[src/rtl/control_sequencer.sv]
// control_sequencer: two-state FETCH/EXEC controller for a simple 8-bit CPU.
// Holds the program counter and the latched instruction register (IR), and
// decodes IR into ALU, operand-select, register-address and write-strobe
// controls during EXEC.
//
// Ports:
//   CLK          system clock, all state changes on rising edge
//   RESET        synchronous active-high reset
//   INSTRUCTION  instruction word from instruction memory
//                (OP[31:24], DEST/OFFSET[23:16], SRC1[15:8], SRC2/IMM[7:0])
//   IBUSYWAIT    instruction memory not ready; stalls FETCH
//   ZERO         ALU zero flag, consulted by beq at the end of EXEC
//   PC           address of the instruction being fetched or executed
//   ALUOP        ALU select (000 forward, 001 add, 010 and, 011 or)
//   WRITEENABLE  register-file write strobe
//   IMM_SEL      operand 2 is IMMEDIATE when 1, register SRC2 when 0
//   NEG_SEL      operand 2 is two's-complemented when 1
//   WRITEREG     DEST[2:0] of IR
//   READREG1     SRC1[2:0] of IR
//   READREG2     SRC2[2:0] of IR
//   IMMEDIATE    IMM field of IR
module control_sequencer (
  input  logic        CLK,
  input  logic        RESET,
  input  logic [31:0] INSTRUCTION,
  input  logic        IBUSYWAIT,
  input  logic        ZERO,
  output logic [31:0] PC,
  output logic [2:0]  ALUOP,
  output logic        WRITEENABLE,
  output logic        IMM_SEL,
  output logic        NEG_SEL,
  output logic [2:0]  WRITEREG,
  output logic [2:0]  READREG1,
  output logic [2:0]  READREG2,
  output logic [7:0]  IMMEDIATE
);

  localparam int unsigned XLEN  = 32;
  localparam int unsigned OPW   = 8;
  localparam int unsigned ALUW  = 3;
  localparam int unsigned REGW  = 3;
  localparam int unsigned OFFW  = 8;

  localparam logic [OPW-1:0] OP_LOADI = 8'h00;
  localparam logic [OPW-1:0] OP_MOV   = 8'h01;
  localparam logic [OPW-1:0] OP_ADD   = 8'h02;
  localparam logic [OPW-1:0] OP_SUB   = 8'h03;
  localparam logic [OPW-1:0] OP_AND   = 8'h04;
  localparam logic [OPW-1:0] OP_OR    = 8'h05;
  localparam logic [OPW-1:0] OP_J     = 8'h06;
  localparam logic [OPW-1:0] OP_BEQ   = 8'h07;

  localparam logic [ALUW-1:0] ALU_FWD = 3'b000;
  localparam logic [ALUW-1:0] ALU_ADD = 3'b001;
  localparam logic [ALUW-1:0] ALU_AND = 3'b010;
  localparam logic [ALUW-1:0] ALU_OR  = 3'b011;

  localparam logic [XLEN-1:0] PC_STEP = 32'd4;

  typedef enum logic {
    ST_FETCH = 1'b0,
    ST_EXEC  = 1'b1
  } state_t;

  state_t          state_q, state_d;
  logic [XLEN-1:0] pc_q, pc_d;
  logic [XLEN-1:0] ir_q, ir_d;

  // IR field views
  logic [OPW-1:0]  ir_op;
  logic [OFFW-1:0] ir_off;
  logic [XLEN-1:0] pc_plus4;
  logic [XLEN-1:0] pc_target;
  logic            take_target;
  logic            we_raw;

  // SRC1/SRC2 upper bits are not decoded by this controller
  logic unused_ir_bits;

  assign ir_op          = ir_q[31:24];
  assign ir_off         = ir_q[23:16];
  assign unused_ir_bits = ^{ir_q[15:11], ir_q[7:3]};

  // Branch/jump target: PC + 4 + (sext(OFFSET) << 2), wrapping mod 2^32
  assign pc_plus4  = pc_q + PC_STEP;
  assign pc_target = pc_plus4 + {{(XLEN-OFFW-2){ir_off[OFFW-1]}}, ir_off, 2'b00};

  assign take_target = (ir_op == OP_J) || ((ir_op == OP_BEQ) && ZERO);

  // State register: reset wins over any pending fetch or EXEC update
  always_ff @(posedge CLK) begin
    if (RESET) begin
      state_q <= ST_FETCH;
      pc_q    <= '0;
      ir_q    <= '0;
    end else begin
      state_q <= state_d;
      pc_q    <= pc_d;
      ir_q    <= ir_d;
    end
  end

  // Next-state, IR capture and PC update
  always_comb begin
    state_d = state_q;
    pc_d    = pc_q;
    ir_d    = ir_q;
    unique case (state_q)
      ST_FETCH: begin
        if (!IBUSYWAIT) begin
          ir_d    = INSTRUCTION;
          state_d = ST_EXEC;
        end
      end
      ST_EXEC: begin
        pc_d    = take_target ? pc_target : pc_plus4;
        state_d = ST_FETCH;
      end
      default: state_d = ST_FETCH;
    endcase
  end

  // Output decode from IR; everything idle outside EXEC
  always_comb begin
    ALUOP   = ALU_FWD;
    IMM_SEL = 1'b0;
    NEG_SEL = 1'b0;
    we_raw  = 1'b0;
    if (state_q == ST_EXEC) begin
      unique case (ir_op)
        OP_LOADI: begin
          ALUOP   = ALU_FWD;
          IMM_SEL = 1'b1;
          we_raw  = 1'b1;
        end
        OP_MOV: begin
          ALUOP  = ALU_FWD;
          we_raw = 1'b1;
        end
        OP_ADD: begin
          ALUOP  = ALU_ADD;
          we_raw = 1'b1;
        end
        OP_SUB: begin
          ALUOP   = ALU_ADD;
          NEG_SEL = 1'b1;
          we_raw  = 1'b1;
        end
        OP_AND: begin
          ALUOP  = ALU_AND;
          we_raw = 1'b1;
        end
        OP_OR: begin
          ALUOP  = ALU_OR;
          we_raw = 1'b1;
        end
        OP_J: begin
          ALUOP = ALU_FWD;
        end
        OP_BEQ: begin
          ALUOP   = ALU_ADD;
          NEG_SEL = 1'b1;
        end
        default: begin
          ALUOP = ALU_FWD;
        end
      endcase
    end
  end

  // Write strobe is killed combinationally by RESET so an interrupted EXEC never writes
  assign WRITEENABLE = we_raw & ~RESET;

  assign PC        = pc_q;
  assign WRITEREG  = ir_q[16 +: REGW];
  assign READREG1  = ir_q[8 +: REGW];
  assign READREG2  = ir_q[0 +: REGW];
  assign IMMEDIATE = ir_q[7:0];

endmodule

[config.mk]
export PLATFORM = sky130hd
export DESIGN_NAME = control_sequencer
export DESIGN_NICKNAME = d
export VERILOG_FILES = /design/src/rtl/control_sequencer.sv
export SDC_FILE = /design/constraint.sdc
export NUM_CORES = 1
export LEC_CHECK = 0
export ABC_AREA = 1
export CORE_MARGIN = 5
export CORE_UTILIZATION = 55
export DETAILED_ROUTE_END_ITERATION = 16
export HOLD_SLACK_MARGIN = 0.15
export PLACE_DENSITY = 0.86
export SKIP_LAST_GASP = 1
export SYNTH_ARGS = -nofsm -noshare
export SYNTH_HDL_FRONTEND = slang
export SYNTH_SLANG_ARGS = --single-unit
[constraint.sdc]
create_clock -name CLK -period 3.7 [get_ports CLK]
set_input_delay 0.74 -clock CLK [delete_from_list [all_inputs] [get_ports CLK]]
set_output_delay 0.74 -clock CLK [all_outputs]
set_load 0.1 [all_outputs]
Word level (Yosys, flattened, before mapping). Index checks and enable logic that the tools add are counted.

Word-level logic and storage cells: 34. Output and inout port bits: 55. Bits in latches: 0. Register bits: 65. Memory bits (read-only): 0. Input bits: 36. Memories kept: 0. RAM bits: 0.

Add/subtract/negate cells: 2. Multiply operators: 0. Reductions and logical operators: 7. $lt $le $gt $ge: 0. Div/mod/pow operators: 0. Muxes and demuxes: 11. Shift operators: 0. Equal/unequal tests: 7. Bitwise logic cells: 4.

Operators with widths (number): adder 32 x 3 -> 32 bit (second input constant) (1); adder 32 bit (1); == test 8 x 3 -> 1 bit (second input constant) (4); two-way mux 32 bit (1); == test 8 x 2 -> 1 bit (second input constant) (2); == test 8 x 1 -> 1 bit (second input constant) (1); logical NOT 8 bit (1); two-way mux 1 bit (7); one-hot mux 2 bit (3 select lines) (1); OR reduction 6 bit (1); NOT 1 bit (3); OR reduction 3 bit (1); two-way mux 2 bit (1); one-hot mux 1 bit (2 select lines) (1); AND reduction 2 bit (1); OR reduction 2 bit (1); bitwise AND 1 bit (1); logical AND 1 bit (1); logical OR 1 bit (1).

Depth between registers and ports, before layout. Gate-level depths: netlist of the first run.

Word-level depth: 5. Mapped depth: 24. Gate-level depth less buffers: 24.

Worst setup path after synthesis of the first run. Ideal clock, no wire load.

Path kind: reg2out. Start point: register state_q. End point: output ALUOP[0]. Stages on the path, launching flop included: 5. Arrival time: 3518 ps. Path slack: -558 ps. Buffers on the path: 1. Path through: dfxtp_1 clkbuf_1 nand3_1 nor3_1 a21o_1.

Longest elaborated chain between the ends: 1.

RTL lines: from (decl) (line 66) `state_t state_q, state_d;`; from (signal assigned) (line 98) `state_q <= state_d;`; two-way mux 2 bit (line 130) `if (state_q == ST_EXEC) begin`; to (decl) (line 29) `output logic [2:0] ALUOP,`.

No other way between the ends.

Worst setup path after layout of the first run.
Start point: register pc_q[15], in the netlist PC[15]. End point: register pc_q[25], in the netlist PC[25].

Longest elaborated chain between the ends: 3.

RTL lines: from (decl) (line 67) `logic [XLEN-1:0] pc_q, pc_d;`; from (signal assigned) (line 99) `pc_q <= pc_d;`; adder 32 x 3 -> 32 bit (*) (line 86) `assign pc_plus4 = pc_q + PC_STEP;`; adder 32 bit (line 87) `assign pc_target = pc_plus4 + {{(XLEN-OFFW-2){ir_off[OFFW-1]}}, ir_off, 2'b00};`; two-way mux 32 bit (*) (line 117) `pc_d = take_target ? pc_target : pc_plus4;`.

Mark *: on every way between the ends. The rest lies on a longest branch, timed or not. A chain may end at the register's enable or synchronous reset.

==> qor.csv, run 1 <==
stage;metric;value;unit
final_layout;share of layout cells above drive strength 1;7.08;%
floorplan;initial core utilization;56.6;%
synth;Synth area leader;dfxtp_1;
final_layout;Fillers;902;
clock_tree;Num CTS Buffers;9;
sta;RSZ-0062 raised after global routing;false;
drt;Total Routed Length;15.9;mm
synth;Synth Area in Simple Gates;38.1;%
clock_tree;H-tree levels;3;
synth;yosys warns;0;
sta;crit path time final;3190;ps
worst_setup_path;CP Capture Type;register;
drt;1st-iter DRT viols;437;
synth;synthesized area per cell;5.98;sq um
final_layout;Sequential cell area;1160;sq um
flow_run;max-cap violation count;0;
clock_tree;clk slew on worst S/H paths;70;ps
drt;DR WL/cell;14.2;um
clock_tree;Clock Path Buffers;2;
grt;initial antenna violation count;0;
clock_tree;post-cts gate resize count;0;
synth;top cells by count, synth;nand2_1 (242), inv_1 (124), nor2_1 (124);
sta;final setup margin;513;ps
grt;vias in the first global route;5625;
synth;number of synthesized flops with an enable pin;0;
synth;largest family of logic cells by synthesized area;simple AND/OR/NAND/NOR gates;
final_layout;Final nets;1058;
sta;Final TNS setup;0;ps
placement;setup slack at placement;611;ps
floorplan;Top Ports;91;
sta;worst-margin pin slew;1000;ps
grt;first-pass GRT wire length;25.9;mm
final_layout;diode count;0;
final_layout;Synth-to-Final Area Change;17.9;%
synth;Mapped Cells;925;
sta;upper clock frequency limit;314;MHz
clock_tree;CTS tree;yes;
placement;Placer Congestion;0.948;
grt;grt total ovfl;0;
floorplan;chip height;110;um
floorplan;Die W;110;um
synth;xor and xnor area share after synthesis;3.91;%
synth;Synth Flop Type;dfxtp_1;
synth;Post-synth ARST share;0;%
sta;fin. max-slew vios;0;
worst_setup_path;Worst Path Required;3930;ps
placement;I/O Buffers;82;
sta;Hold Vio Cnt, Final;0;
sta;Final setup violation count;0;
clock_tree;worst skew pair latency;350;ps
sta;hold slack;517;ps
drt;drt first pass iters;5;
synth;Synth Area in Compound Gates;14.9;%
drt;number of routed nets with antenna violations;0;
synth;Netlist cell types;47;
synth;largest cells by area after synthesis;dfxtp_1 (21%), nand2_1 (16%), inv_1 (8.4%);
worst_setup_path;critical path peak fanout;5;
clock_tree;Post CTS Setup Buffer Count;0;
power;VDD IR-drop max;0.000299;V
synth;most frequent cell after synthesis;nand2_1;
synth;Synth Cell Area;5530;sq um
final_layout;area of the multi-input gates;3650;sq um
worst_setup_path;CP Class;register to register;
placement;DP HPWL;12.4;mm
worst_setup_path;Arr. time, crit path;3420;ps
status;outcome;finished clean;
power;pwr dens;298;nW/um^2
sta;Layout Skew;11.4;ps
synth;mux cell area share after synthesis;0;%
drt;vias per cell;5.36;
synth;Yosys reg bits;58;
drt;DRC;0;
drt;via count;6016;
sta;worst rel slew slack;32.9;%
synth;synthesized-area fraction occupied by adder cells;8.73;%
clock_tree;CTS Hold Bufs;0;
floorplan;# rows;36;
clock_tree;sink count of the clock tree;58;
synth;Seq/Total Area, Yosys;21.0;%
clock_tree;Root Driver;clkbuf_8;
power;static leakage;3.18;nW
worst_setup_path;Worst setup SP type;register;
grt;largest net degree at the start of global routing;49;
power;total chip power;0.00194;W
sta;Period Utilization, post-route;86.1;%
floorplan;core area;9770;sq um
floorplan;die area;12200;sq um
grt;GRT Overall Usage;27.1;%
worst_hold_path;Min-Delay Path Class;register to register;
synth;Yosys top cell area share;21.0;%
## final cells by class
type	count	share of cell area, %
Inverter	127	7.33
Clock buffer	11	2.17
Timing Repair Buffer	90	13.7
Clock inverter	5	0.461
Sequential cell	58	17.8
Tap cell	133	2.55
Multi-Input combinational cell	698	56.0
## power breakdown
group / internal (W) / switching [W]
Clock: 0.000258 / 0.000274
Sequential: 0.000666 / 0.0000521
Combinational: 0.000199 / 0.000492
Total: 0.00112 / 0.000818
## logic make-up (layout without fill, tap and decap cells)
group                    Yosys count  after routing
AO/OA/AOI/OAI                    149            149
XOR/XNOR                          23             23
flip-flops                        58             58
AND/OR/NAND/NOR                  485            485
adder cells (fa/ha/maj)           38             38
other                              1              3
buffers and inverters            171            233
## per-stage QoR
stage | utilization, % | cells | cell area (sq um)
6_report | 66.7 | 1122 | 6520
5_1_grt | 66.7 | 1122 | 6520
4_1_cts | 66.7 | 1122 | 6520
3_5_place_dp | 64.9 | 1106 | 6350
3_3_place_gp | 64.9 | 1106 | 6350
2_1_floorplan | - | 927 | 5550
## sequential cells by signal, summed over array words and instances (netlist names)
name / flops
PC: 30
ir_q: 27
state_q: 1
## worst max-delay path, stage by stage (launching register included)
cell	delay [ps]
dfxtp_1	450
inv_1	100
nor3_2	240
nand2_1	100
nor2_2	230
nand2_1	100
xor2_1	220
inv_1	130
ha_1	370
nand2_1	130
nor2_1	170
inv_1	80
nor3_1	230
nand3_1	150
nand3_1	100
nand2_1	50
nand3_1	140
a21oi_2	70
## routing by layer
layer | vias up | wire (um) | global-route usage (%)
met5 | - | 0 | 0
li1 | 3062 | - | -
met4 | 0 | 656 | 13.0
met3 | 43 | 1320 | 7.75
met1 | 2686 | 6760 | 32.7
met2 | 225 | 7170 | 44.4
## worst paths after layout
check / start / endpoint / slack [ps] / depth (start not counted)
max: PC[15]$_SDFFE_PP0P_ / PC[25]$_SDFFE_PP0P_ / 510 / 17
min: ir_q[6]$_SDFFE_PP0P_ / ir_q[6]$_SDFFE_PP0P_ / 520 / 2
min reg2reg: ir_q[6]$_SDFFE_PP0P_ / ir_q[6]$_SDFFE_PP0P_ / 520 / 2
max reg2reg: PC[15]$_SDFFE_PP0P_ / PC[25]$_SDFFE_PP0P_ / 510 / 17
## placed cells by master, fill, tap and decap left out, types with 3 or more instances in the layout
master	count
nand2_1	242
nor2_1	124
inv_1	124
clkdlybuf4s50_1	76
o21ai_0	61
dfxtp_1	58
nand3_1	58
a21oi_1	57
ha_1	37
xor2_1	17
nor3_1	12
buf_4	12
nand4_1	10
clkbuf_8	10
a31oi_1	7
nand2_2	6
nor2_4	6
o21bai_1	6
a21oi_2	5
or2_2	5
xnor2_1	4
clkinv_2	4
nand3b_1	4
o211ai_1	4
nor3_2	3
nor2_2	3
nor4_1	3
conb_1	3
Power figures use the tool's default switching activity.
==> inputs of run 2 (changes only) <==
--- a/config.mk
+++ b/config.mk
@@ -8,6 +8,7 @@
 export ABC_AREA = 1
 export CORE_MARGIN = 5
 export CORE_UTILIZATION = 55
+export CTS_BUF_LIST = sky130_fd_sc_hd__clkbuf_8
 export DETAILED_ROUTE_END_ITERATION = 16
 export HOLD_SLACK_MARGIN = 0.15
 export PLACE_DENSITY = 0.86
==> run 2 against run 1 <==
Clock power about the same. Hold slack did not move. Sequential share of layout area unchanged. Critical endpoint unchanged.
==> qor.csv, run 2 (synthesis gave the netlist of run 1 again) <==
stage;metric;value;unit
worst_setup_path;Worst Path Required;3930;ps
drt;drt first pass iters;6;
worst_setup_path;CP Capture Point;PC[25]$_SDFFE_PP0P_;
final_layout;diode count;0;
power;cell internal pwr;0.00112;W
sta;Hold Vio Cnt, Final;0;
worst_setup_path;CP Class;register to register;
sta;RSZ-0062 raised after global routing;false;
worst_setup_path;Crit. Startpoint;PC[15]$_SDFFE_PP0P_;
placement;I/O Buffers;82;
drt;vias per cell;5.36;
drt;Total Routed Length;15.9;mm
grt;grt total ovfl;0;
power;sequential power share;37.0;%
drt;DR WL/cell;14.2;um
floorplan;core area;9770;sq um
worst_setup_path;worst path bufs/invs;3;
power;VDD IR-drop max;0.000294;V
worst_setup_path;critical path peak fanout;5;
drt;DRC;0;
clock_tree;H-tree levels;3;
power;static leakage;3.18;nW
worst_setup_path;critical path's most frequent cell;nand2_1;
clock_tree;Num CTS Buffers;9;
floorplan;chip height;110;um
power;Net Sw Frac;42.2;%
sta;Final TNS setup;0;ps
worst_setup_path;cell family contributing the most delay on the critical path;simple AND/OR/NAND/NOR gates;
sta;upper clock frequency limit;314;MHz
floorplan;die area;12200;sq um
floorplan;Die W;110;um
power;pwr dens;297;nW/um^2
clock_tree;CTS Hold Bufs;0;
sta;crit path time final;3190;ps
worst_hold_path;Min-Delay Path Class;register to register;
worst_hold_path;Hold Path Origin;ir_q[6]$_SDFFE_PP0P_;
worst_setup_path;length in cells of the worst reg-to-reg path;17;
floorplan;Top Ports;91;
worst_setup_path;FF-to-FF End;PC[25]$_SDFFE_PP0P_;
worst_setup_path;Worst R2R Setup Slack;510;ps
clock_tree;sink count of the clock tree;58;
final_layout;max reg flops;30;
final_layout;commonest non-fill, non-tap cell in the layout;nand2_1;
sta;fin. max-slew vios;0;
clock_tree;worst skew pair latency;350;ps
clock_tree;Root Driver;clkbuf_8;
worst_setup_path;Arr. time, crit path;3420;ps
clock_tree;Clock Path Buffers;2;
power;Clk pwr share;27.3;%
sta;Final setup violation count;0;
placement;DP HPWL;12.4;mm
drt;via count;6016;
worst_setup_path;CP cell instances;inv_1, nor3_2, nand2_1, nor2_2, nand2_1, xor2_1, inv_1, ha_1, nand2_1, nor2_1, inv_1, nor3_1, nand3_1, nand3_1, nand2_1, nand3_1, a21oi_2;
grt;largest net degree at the start of global routing;49;
final_layout;highest-count cells in the layout ignoring fill and taps;nand2_1 (242), inv_1 (125), nor2_1 (124), clkdlybuf4s50_1 (76), o21ai_0 (61);
clock_tree;CTS tree;yes;
grt;initial antenna violation count;0;
placement;Placer Congestion;0.948;
grt;vias in the first global route;5625;
drt;number of routed nets with antenna violations;0;
grt;first-pass GRT wire length;25.9;mm
worst_setup_path;CP Capture Type;register;
sta;Layout Skew;11.5;ps
final_layout;Synth-to-Final Area Change;17.9;%
worst_setup_path;Worst setup SP type;register;
final_layout;Final nets;1058;
sta;worst-margin pin slew;1000;ps
power;P_sw;0.000818;W
floorplan;# rows;36;
worst_setup_path;Reg-to-Reg Start;PC[15]$_SDFFE_PP0P_;
worst_setup_path;Worst path max stage delay;450;ps
final_layout;share of layout cells above drive strength 1;7.08;%
worst_setup_path;Stages on worst setup path;17;
clock_tree;Post CTS Setup Buffer Count;0;
sta;Period Utilization, post-route;86.1;%
sta;worst rel slew slack;32.9;%
power;Comb pwr share;35.7;%
clock_tree;post-cts gate resize count;0;
power;total chip power;0.00194;W
clock_tree;clk slew on worst S/H paths;70;ps
floorplan;initial core utilization;56.6;%
drt;1st-iter DRT viols;438;
worst_setup_path;Critical-path top delay cell;dfxtp_1;
grt;GRT Overall Usage;27.1;%
status;outcome;finished clean;
flow_run;max-cap violation count;0;
final_layout;Fillers;902;
[run 2: cell types whose count changed in the layout (fill, tap and decap cells not counted)]
cell and change:
clkbuf_1 -1, inv_1 +1
[run 2: power groups by stage]
stage                     clock network, W  registers [W]  logic [W]
after floorplan                          0       0.000840   0.000420
after global placement                   0       0.000729   0.000677
after detailed placement                 0       0.000729   0.000684
after CTS                         0.000534       0.000716   0.000689
after global routing              0.000564       0.000724   0.000747
final                             0.000529       0.000718   0.000691
[run 2: worst reg2reg max path, delay by kind of cell, from the launching register on]
kind / cells / cell delay, ps
fa+ha+maj: 1 / 370
simple gates: 11 / 1650
compound gates: 1 / 70
xor+xnor: 1 / 220
buf+inv: 3 / 310
flops: 1 / 450
[run 2: metrics by stage]
stage	cells	setup WS (ps)	hold WS [ps]	utilization [%]	instance area, sq um
CTS	1122	599	519	66.7	6520
floorplan	927	320	479	-	5550
global route	1122	161	540	66.7	6520
detailed placement	1106	611	500	64.9	6350
global placement	1106	669	492	64.9	6350
finish	1122	513	517	66.7	6520
[run 2: how the worst min path moves through the flow]
stage / endpoint / depth (start not counted)
2_1_floorplan: ir_q[29]$_SDFFE_PP0P_ / 2
4_1_cts: ir_q[27]$_SDFFE_PP0P_ / 2
3_5_place_dp: ir_q[28]$_SDFFE_PP0P_ / 2
6_report: ir_q[6]$_SDFFE_PP0P_ / 2
5_1_grt: ir_q[27]$_SDFFE_PP0P_ / 2
3_3_place_gp: ir_q[3]$_SDFFE_PP0P_ / 2
[run 2: area by class of cell]
class	count	area [sq um]	share of cell area, %
inverters	127	478	7.33
clock inverters	6	33.8	0.518
repair buffers	90	891	13.7
multi-input cells	698	3650	56.0
clock buffers	10	138	2.11
flip-flops and latches	58	1160	17.8
well taps	133	166	2.55
[run 2: layer usage]
| layer | track usage (%) | vias to the layer above | wire length (um) |
|---|---|---|---|
| met5 | 0 | - | 0 |
| met3 | 7.75 | 43 | 1330 |
| met2 | 44.4 | 224 | 7170 |
| met4 | 13.0 | 0 | 657 |
| met1 | 32.7 | 2687 | 6780 |
| li1 | - | 3062 | - |
